--- src/rtl/aftab_byte_mem_master.sv ---
// Byte-serial initiator for the AFTAB asynchronous-handshake data memory:
// splits 1/2/4-byte requests into little-endian byte accesses with a per-byte timeout.
module aftab_byte_mem_master #(
    parameter int dataWidth     = 8,
    parameter int addressWidth  = 32,
    parameter int timeoutCycles = 64
) (
    input  logic                    clk,
    input  logic                    rst,
    input  logic                    startRead,
    input  logic                    startWrite,
    input  logic [1:0]              nBytes,
    input  logic [addressWidth-1:0] addrIn,
    input  logic [31:0]             dataIn,
    output logic [31:0]             dataOut,
    output logic                    done,
    output logic                    busy,
    output logic                    timeoutErr,
    output logic                    readmem,
    output logic                    writemem,
    output logic [addressWidth-1:0] addressBus,
    output logic [dataWidth-1:0]    memDataOut,
    input  logic [dataWidth-1:0]    memDataIn,
    input  logic                    memDataReady
);

    localparam int TW = $clog2(timeoutCycles) + 1;

    typedef enum logic [1:0] {S_IDLE, S_ACCESS, S_RELEASE, S_DONE} state_t;

    state_t                  state_q;
    logic [addressWidth-1:0] base_q;
    logic [31:0]             wdata_q;
    logic                    we_q;
    logic [1:0]              last_q;
    logic [1:0]              idx_q;
    logic [TW-1:0]           tcnt_q;
    logic [31:0]             dataOut_q;
    logic                    done_q;
    logic                    busy_q;
    logic                    timeoutErr_q;
    logic                    readmem_q;
    logic                    writemem_q;
    logic [addressWidth-1:0] addressBus_q;
    logic [dataWidth-1:0]    memDataOut_q;

    logic [1:0]              idx_next_d;
    logic [addressWidth-1:0] addr_next_d;
    logic [dataWidth-1:0]    byte_next_d;

    // Address and store byte for the following byte of the request; address wraps naturally.
    always_comb begin
        idx_next_d  = idx_q + 2'd1;
        addr_next_d = base_q + {{(addressWidth-2){1'b0}}, idx_next_d};
        byte_next_d = wdata_q[{idx_next_d, 3'b000} +: dataWidth];
    end

    // Request sequencer with all outputs registered.
    always_ff @(posedge clk) begin
        if (rst) begin
            state_q      <= S_IDLE;
            base_q       <= {addressWidth{1'b0}};
            wdata_q      <= 32'h0;
            we_q         <= 1'b0;
            last_q       <= 2'd0;
            idx_q        <= 2'd0;
            tcnt_q       <= {TW{1'b0}};
            dataOut_q    <= 32'h0;
            done_q       <= 1'b0;
            busy_q       <= 1'b0;
            timeoutErr_q <= 1'b0;
            readmem_q    <= 1'b0;
            writemem_q   <= 1'b0;
            addressBus_q <= {addressWidth{1'b0}};
            memDataOut_q <= {dataWidth{1'b0}};
        end else begin
            case (state_q)
                S_IDLE: begin
                    done_q <= 1'b0;
                    if (startWrite || startRead) begin
                        base_q       <= addrIn;
                        wdata_q      <= dataIn;
                        we_q         <= startWrite;
                        // Size code 10 is treated as a full word.
                        last_q       <= (nBytes == 2'b00) ? 2'd0 : ((nBytes == 2'b01) ? 2'd1 : 2'd3);
                        idx_q        <= 2'd0;
                        tcnt_q       <= {TW{1'b0}};
                        timeoutErr_q <= 1'b0;
                        if (!startWrite) begin
                            dataOut_q <= 32'h0;
                        end
                        addressBus_q <= addrIn;
                        memDataOut_q <= dataIn[dataWidth-1:0];
                        readmem_q    <= !startWrite;
                        writemem_q   <= startWrite;
                        busy_q       <= 1'b1;
                        state_q      <= S_ACCESS;
                    end
                end
                S_ACCESS: begin
                    if (memDataReady) begin
                        if (!we_q) begin
                            dataOut_q[{idx_q, 3'b000} +: dataWidth] <= memDataIn;
                        end
                        readmem_q  <= 1'b0;
                        writemem_q <= 1'b0;
                        state_q    <= S_RELEASE;
                    end else if (tcnt_q == TW'(timeoutCycles - 1)) begin
                        readmem_q    <= 1'b0;
                        writemem_q   <= 1'b0;
                        timeoutErr_q <= 1'b1;
                        done_q       <= 1'b1;
                        state_q      <= S_DONE;
                    end else begin
                        tcnt_q <= tcnt_q + {{(TW-1){1'b0}}, 1'b1};
                    end
                end
                S_RELEASE: begin
                    // The memory must withdraw ready before the next byte is strobed.
                    if (!memDataReady) begin
                        if (idx_q == last_q) begin
                            done_q  <= 1'b1;
                            state_q <= S_DONE;
                        end else begin
                            idx_q        <= idx_next_d;
                            addressBus_q <= addr_next_d;
                            memDataOut_q <= byte_next_d;
                            tcnt_q       <= {TW{1'b0}};
                            readmem_q    <= !we_q;
                            writemem_q   <= we_q;
                            state_q      <= S_ACCESS;
                        end
                    end
                end
                S_DONE: begin
                    done_q  <= 1'b0;
                    busy_q  <= 1'b0;
                    state_q <= S_IDLE;
                end
                default: begin
                    readmem_q  <= 1'b0;
                    writemem_q <= 1'b0;
                    done_q     <= 1'b0;
                    busy_q     <= 1'b0;
                    state_q    <= S_IDLE;
                end
            endcase
        end
    end

    assign dataOut    = dataOut_q;
    assign done       = done_q;
    assign busy       = busy_q;
    assign timeoutErr = timeoutErr_q;
    assign readmem    = readmem_q;
    assign writemem   = writemem_q;
    assign addressBus = addressBus_q;
    assign memDataOut = memDataOut_q;

endmodule

--- config.mk ---
export PLATFORM = sky130hd
export DESIGN_NAME = aftab_byte_mem_master
export DESIGN_NICKNAME = d
export VERILOG_FILES = /design/src/rtl/aftab_byte_mem_master.sv
export SDC_FILE = /design/constraint.sdc
export NUM_CORES = 1
export LEC_CHECK = 0
export ABC_AREA = 0
export CELL_PAD_IN_SITES_DETAIL_PLACEMENT = 1
export CELL_PAD_IN_SITES_GLOBAL_PLACEMENT = 2
export CORE_MARGIN = 2
export CORE_UTILIZATION = 29
export DETAILED_ROUTE_END_ITERATION = 8
export MAX_ROUTING_LAYER = met4
export PLACE_DENSITY_LB_ADDON = 0.08
export SETUP_SLACK_MARGIN = 0.05
export SLEW_MARGIN = 20
export SYNTH_ARGS = -nofsm -noshare
export SYNTH_HDL_FRONTEND = slang
export SYNTH_SLANG_ARGS = --single-unit
--- constraint.sdc ---
create_clock -name clk -period 3.25 [get_ports clk]
set_input_delay 0.65 -clock clk [delete_from_list [all_inputs] [get_ports clk]]
set_output_delay 0.65 -clock clk [all_outputs]
set_load 0.05 [all_outputs]
==> flow_summary.json, run 1 <==
{
  "initial_core_util": 0.297,
  "setup_viol_count_final": 0,
  "rows": 57,
  "final_layout_size_suffix_gt1_frac": 0.0899,
  "reg2regPathDepth": 8,
  "max_freq_mhz": 362,
  "fillCellCount": 2889,
  "synth.net_count": 980,
  "critPathArrivalTime_ps": 3130,
  "tightestPinTransition_ps": 825,
  "clock_latency_ps": 430,
  "hold_path_startpoint": "dataOut[25]",
  "holdBufCountCts": 0,
  "grt_overflow_total": 0,
  "maxCapViolations": 0,
  "worstSetupStartpointType": "flop",
  "cts_tree": "done",
  "antenna_found_initial": 0,
  "grt_max_degree": 78,
  "syn_area_mm2": 0.00726,
  "r2r_setup_slack_ps": 490,
  "port_buffers": 155,
  "status": "completed",
  "finalHoldViolations": 0,
  "period_minus_slack_ps": 2760,
  "synth_seq_area_share": 0.427,
  "synthArstFlopShare": 0,
  "grtUsageTotal": 0.189,
  "worst_path_max_delay_cell": "a2111oi_0",
  "cts_sinks": 155,
  "fp.dieW_um": 162,
  "total_power_mw": 9.10,
  "yosys.area.top_type_share": 0.427,
  "power_per_cell_area_mw_per_mm2": 932,
  "vias_per_cell": 4.92,
  "clkSlewWorstSetupHoldPaths_ps": 80,
  "cts_resized": 0,
  "power.leakage_nw": 3.40,
  "critPathMaxStageDelay_ps": 570,
  "slew_headroom": 0.445,
  "rsz0062_at_grt": "false",
  "worstHoldPathCells": 2,
  "drc": 0,
  "drt_wl_total_mm": 23.8,
  "cts_root_buffer": "clkbuf_16",
  "dieArea_mm2": 0.0263,
  "whs_endpoint": "dataOut[25]",
  "cts_setup_buffers": 0,
  "die_h_um": 162,
  "yosysTopAreaCell": "dfxtp_1",
  "synthTopCellsByArea": "dfxtp_1, nand2_1, a21oi_1",
  "wire_per_inst_um": 17.5,
  "synth.ff_latch_count": 155,
  "path_max_fanout": 6,
  "tns_ps": 0,
  "fin_skew_ps": 13.9,
  "drt_first_pass_iters": 5,
  "cp_num_buf_inv": 1,
  "place.detailed.hpwl_mm": 16.3,
  "drtIter0Drc": 283,
  "critPathTopFamily": "adder cells",
  "synth_cell_types": 62,
  "multi_input_area_mm2": 0.00387,
  "critPathKind": "flop to flop",
  "ant_nets": 0,
  "synth_cells": 888,
  "finalNetCount": 1114,
  "synth_edf_count": 0,
  "synth.avg_cell_area_um2": 8.18,
  "fin_util": 0.399,
  "place.gp.congestion": 0.768,
  "worstPathRequired_ps": 3610,
  "area_growth_syn_to_layout_pct": 34.4,
  "yosysWarningCount": 0,
  "hold_path.class": "flop to flop",
  "cts_made_buffers": 17,
  "cts_buffer_depth": 2,
  "worstSetupEndpointType": "flop",
  "first_global_vias": 6823,
  "vias": 6695,
  "final_cells": 1360,
  "grt_pass1_wl_mm": 38.0,
  "worstReg2RegStart": "idx_q[1]",
  "irDropWorstVdd_mv": 0.693,
  "timing.rr.end": "addressBus[6]",
  "cts-htree-levels": 4,
  "synth_ff_type": "dfxtp_1",
  "crit_chain": "inv_1, ha_1, fa_1, and4_1, nand2_1, xor2_1, a2111oi_0, a31o_2",
  "regArea_mm2": 0.00310,
  "fin_crit_sh": 0.851,
  "whs_ps": 450,
  "finalMaxSlewViolations": 0,
  "dp_cells": 1327,
  "core_mm2": 0.0245,
  "io_pins": 156
}
## area by class of cell
type	instances	share of cell area
inverter	16	0.00615
antenna	1	0.000256
timing repair buffer	174	0.180
clock inverter	15	0.0141
tap	324	0.0415
multi-input combinational	658	0.397
sequential	155	0.318
clock buffer	17	0.0436
## cells in the final DEF (no fill, tap or decap), types with 11 or more instances in the layout
cell type / synthesis / routed
nand4_1: 14 / 14
mux2i_1: 14 / 14
a211oi_1: 19 / 19
nand2_1: 201 / 201
xor2_1: 22 / 22
dfxtp_1: 155 / 155
inv_1: 16 / 16
buf_4: 3 / 15
nor3_1: 18 / 18
a22oi_1: 25 / 25
o21ai_0: 11 / 11
xnor2_1: 13 / 13
o22ai_1: 11 / 11
ha_1: 12 / 11
a21oi_1: 107 / 107
clkdlybuf4s50_1: 0 / 154
nor2_1: 55 / 55
nand3_1: 26 / 26
or2_2: 17 / 17
clkbuf_16: 0 / 17
## per-stage QoR
step	setup slack (ps)	instance area, µm²
after detailed placement	349	9200
after global routing	238	9760
after CTS	457	9760
after global placement	384	9200
after floorplan	815	7260
final	485	9760
## worst max-delay path by stage
stage                     startpoint             end  slack (ps)  depth (start not counted)
after CTS                   idx_q[1]   addressBus[6]         460                          8
final                       idx_q[1]   addressBus[6]         490                          8
after global routing        idx_q[1]   addressBus[6]         240                          8
after global placement    startWrite  addressBus[21]         380                          7
after floorplan             idx_q[0]   addressBus[6]         810                          9
after detailed placement  startWrite  addressBus[17]         350                          7
## registers in the layout (all words and copies together), names as in the netlist, 7 cells and up
register and flops:
addressBus 32, wdata_q 32, memDataOut 8, base_q 32, dataOut 32, tcnt_q 7
## metal layers
metal  GRT usage  vias up  wire (µm)  share of wire
li1            -     3376          -              -
met1       0.248     3206      11700           0.49
met2       0.309      101      11300           0.48
met3      0.0286       12        592          0.025
met4      0.0422        0        205         0.0086
met5           -        -          0              0
## Yosys cell counts, types with 3 or more instances
library cell	instances
nand2_1	201
dfxtp_1	155
a21oi_1	107
nor2_1	55
clkbuf_1	43
nand3_1	26
a22oi_1	25
xor2_1	22
a211oi_1	19
nor3_1	18
or2_2	17
inv_1	16
mux2i_1	14
nand4_1	14
xnor2_1	13
ha_1	12
o21ai_0	11
o22ai_1	11
a211o_1	8
mux4_2	8
nand2b_1	8
buf_1	6
buf_2	6
a31oi_1	5
and3_1	5
nor2b_1	5
and4_1	4
a311oi_1	3
and2_1	3
buf_4	3
nand4b_1	3
nor4_1	3
o21a_1	3
## kinds of logic (layout without fill, tap and decap cells)
group                      Yosys count  count (layout)  synth area share
AOI/OAI and AO/OA                  212             212             0.182
xor gates and xnor gates            35              35            0.0422
adders and majority gates           13              13            0.0234
buffers and inverters               75             222            0.0424
DFF                                155             155             0.427
muxes                               22              22            0.0441
other                                0               1                 0
and+or+nand+nor                    376             376             0.238
## worst register-to-register path, stage by stage (launching register included)
cell and delay (ps):
dfxtp_1 460, inv_1 110, ha_1 390, fa_1 490, and4_1 330, nand2_1 110
xor2_1 80, a2111oi_0 570, a31o_2 180
## power by group
group	internal (mW)	switching, mW	leakage (nW)
sequential	2.38	0.376	1.27
combinational	1.55	2.88	1.86
clock	1.00	0.912	0.268
No activity file was read; power rests on OpenSTA's default activity.
==> run 2, diff against run 1 <==
--- a/config.mk
+++ b/config.mk
@@ -13,6 +13,7 @@
 export DETAILED_ROUTE_END_ITERATION = 8
 export MAX_ROUTING_LAYER = met4
 export PLACE_DENSITY_LB_ADDON = 0.08
+export REMOVE_ABC_BUFFERS = 1
 export SETUP_SLACK_MARGIN = 0.05
 export SLEW_MARGIN = 20
 export SYNTH_ARGS = -nofsm -noshare
==> flow_summary.json, run 2 (synthesis results as in run 1) <==
{
  "status": "completed",
  "period_minus_slack_ps": 2660,
  "grtUsageTotal": 0.185,
  "slew_headroom": 0.469,
  "initial_core_util": 0.297,
  "r2r_setup_slack_ps": 590,
  "critPathTopFamily": "simple AND/OR/NAND/NOR gates",
  "power_per_cell_area_mw_per_mm2": 934,
  "place.gp.congestion": 0.751,
  "dpl_worst_slack_ps": 428,
  "grt_pass1_wl_mm": 37.6,
  "place.detailed.hpwl_mm": 15.7,
  "rows": 57,
  "fp.dieW_um": 162,
  "worst_path_max_delay_cell": "nor4_4",
  "vias": 6720,
  "grt_overflow_total": 0,
  "clockPowerShare": 0.218,
  "hold_path_startpoint": "tcnt_q[6]",
  "power.leakage_nw": 3.40,
  "vias_per_cell": 4.94,
  "cts_setup_buffers": 0,
  "whs_ps": 443,
  "pwr-share-seq": 0.302,
  "irDropWorstVdd_mv": 0.575,
  "holdBufCountCts": 0,
  "cp_num_buf_inv": 2,
  "cts-htree-levels": 4,
  "fin_crit_sh": 0.819,
  "hold_path.class": "flop to flop",
  "finalMaxSlewViolations": 0,
  "tightestPinTransition_ps": 790,
  "die_h_um": 162,
  "tns_ps": 0,
  "cts_tree": "done",
  "crit_chain": "inv_1, ha_1, ha_1, a21oi_1, buf_4, nor4_4, nand4_1, xor2_1, a211oi_1",
  "core_mm2": 0.0245,
  "wire_per_inst_um": 17.1,
  "critPathMaxStageDelay_ps": 590,
  "worstReg2RegStart": "idx_q[1]",
  "critPathKind": "flop to flop",
  "io_pins": 156,
  "n_antenna_cell": 0,
  "worstSetupEndpointType": "flop",
  "max_freq_mhz": 376,
  "dieArea_mm2": 0.0263,
  "whs_endpoint": "tcnt_q[6]",
  "drt_wl_total_mm": 23.2,
  "worst_slack_ps": 590,
  "swShare": 0.455,
  "first_global_vias": 6756,
  "path_max_fanout": 9,
  "final_layout_size_suffix_gt1_frac": 0.0889,
  "critPathMostFrequentCell": "ha_1",
  "timing.rr.end": "addressBus[31]",
  "reg2regPathDepth": 9,
  "cts_resized": 0,
  "finalHoldViolations": 0,
  "cts_sinks": 155,
  "drc": 0,
  "finalNetCount": 1114,
  "worstSetupStartpointType": "flop",
  "clkSlewWorstSetupHoldPaths_ps": 70,
  "clock_latency_ps": 430,
  "drt_first_pass_iters": 4,
  "setup_viol_count_final": 0,
  "p_comb_frac": 0.479,
  "internal_power_mw": 4.96,
  "ant_nets": 0,
  "rsz0062_at_grt": "false",
  "switchingPower_mw": 4.15,
  "area_growth_syn_to_layout_pct": 34.2,
  "cts_buffer_depth": 2,
  "maxCapViolations": 0,
  "worstHoldPathCells": 2,
  "cts_made_buffers": 17,
  "worstPathRequired_ps": 3570,
  "antenna_found_initial": 0,
  "cp.depth": 9,
  "fin_skew_ps": 17.5,
  "port_buffers": 155,
  "fillCellCount": 2869,
  "grt_max_degree": 125,
  "drtIter0Drc": 258,
  "mostFrequentLayoutCell": "nand2_1",
  "cts_root_buffer": "clkbuf_16",
  "layout.cells.most_common_list": "nand2_1, dfxtp_1, clkdlybuf4s50_1",
  "critPathArrivalTime_ps": 2980,
  "total_power_mw": 9.10
}
==> run 2: changes by cell type in the layout (fill, tap and decap cells not counted), moves of 2 or more <==
cell      change
clkinv_8      -2
inv_6         +2
buf_4         +2
buf_12        -2
==> run 2: through the flow <==
stage / cell area, µm² / cells / utilization
2_1_floorplan: 7020 / 829 / -
3_3_place_gp: 9170 / 1327 / 0.375
3_5_place_dp: 9170 / 1327 / 0.375
4_1_cts: 9750 / 1359 / 0.398
5_1_grt: 9750 / 1359 / 0.398
6_report: 9750 / 1359 / 0.398
==> run 2: worst reg2reg max path, cell delays in order, from the launching register on <==
cell and delay, ps:
dfxtp_1 440, inv_1 100, ha_1 340, ha_1 290, a21oi_1 50, buf_4 160, nor4_4 590, nand4_1 200
xor2_1 190, a211oi_1 220
==> run 2: area by class of cell <==
cell class	instances	area (µm²)	area share
Multi-Input combinational cell	658	3870	0.397
Sequential cell	155	3100	0.318
Timing Repair Buffer	174	1730	0.177
Clock buffer	19	443	0.0454
Tap cell	324	405	0.0416
Clock inverter	13	131	0.0135
Inverter	16	60.1	0.00616
==> run 2: metal layers <==
layer | track usage | wire [µm] | vias to the layer above
met4 | 0.0455 | 240 | 0
met1 | 0.248 | 11500 | 3235
met5 | - | 0 | -
met2 | 0.293 | 10900 | 110
li1 | - | - | 3363
met3 | 0.0296 | 679 | 12
==> run 2: worst max-delay path by stage <==
stage | start | to | slack [ps]
after global placement | startWrite | tcnt_q[6] | 500
after floorplan | state_q[0] | tcnt_q[6] | -630
final | idx_q[1] | addressBus[31] | 590
after CTS | idx_q[1] | addressBus[31] | 580
after global routing | idx_q[1] | addressBus[31] | 390
after detailed placement | startWrite | tcnt_q[6] | 430
==> run 2: power by group through the flow <==
stage | Combinational (mW) | Sequential, mW | Clock (mW)
finish | 4.36 | 2.75 | 1.99
global route | 4.82 | 2.81 | 2.13
CTS | 4.45 | 2.76 | 2.05
detailed placement | 4.43 | 2.80 | 0
global placement | 4.38 | 2.80 | 0
floorplan | 1.96 | 3.55 | 0
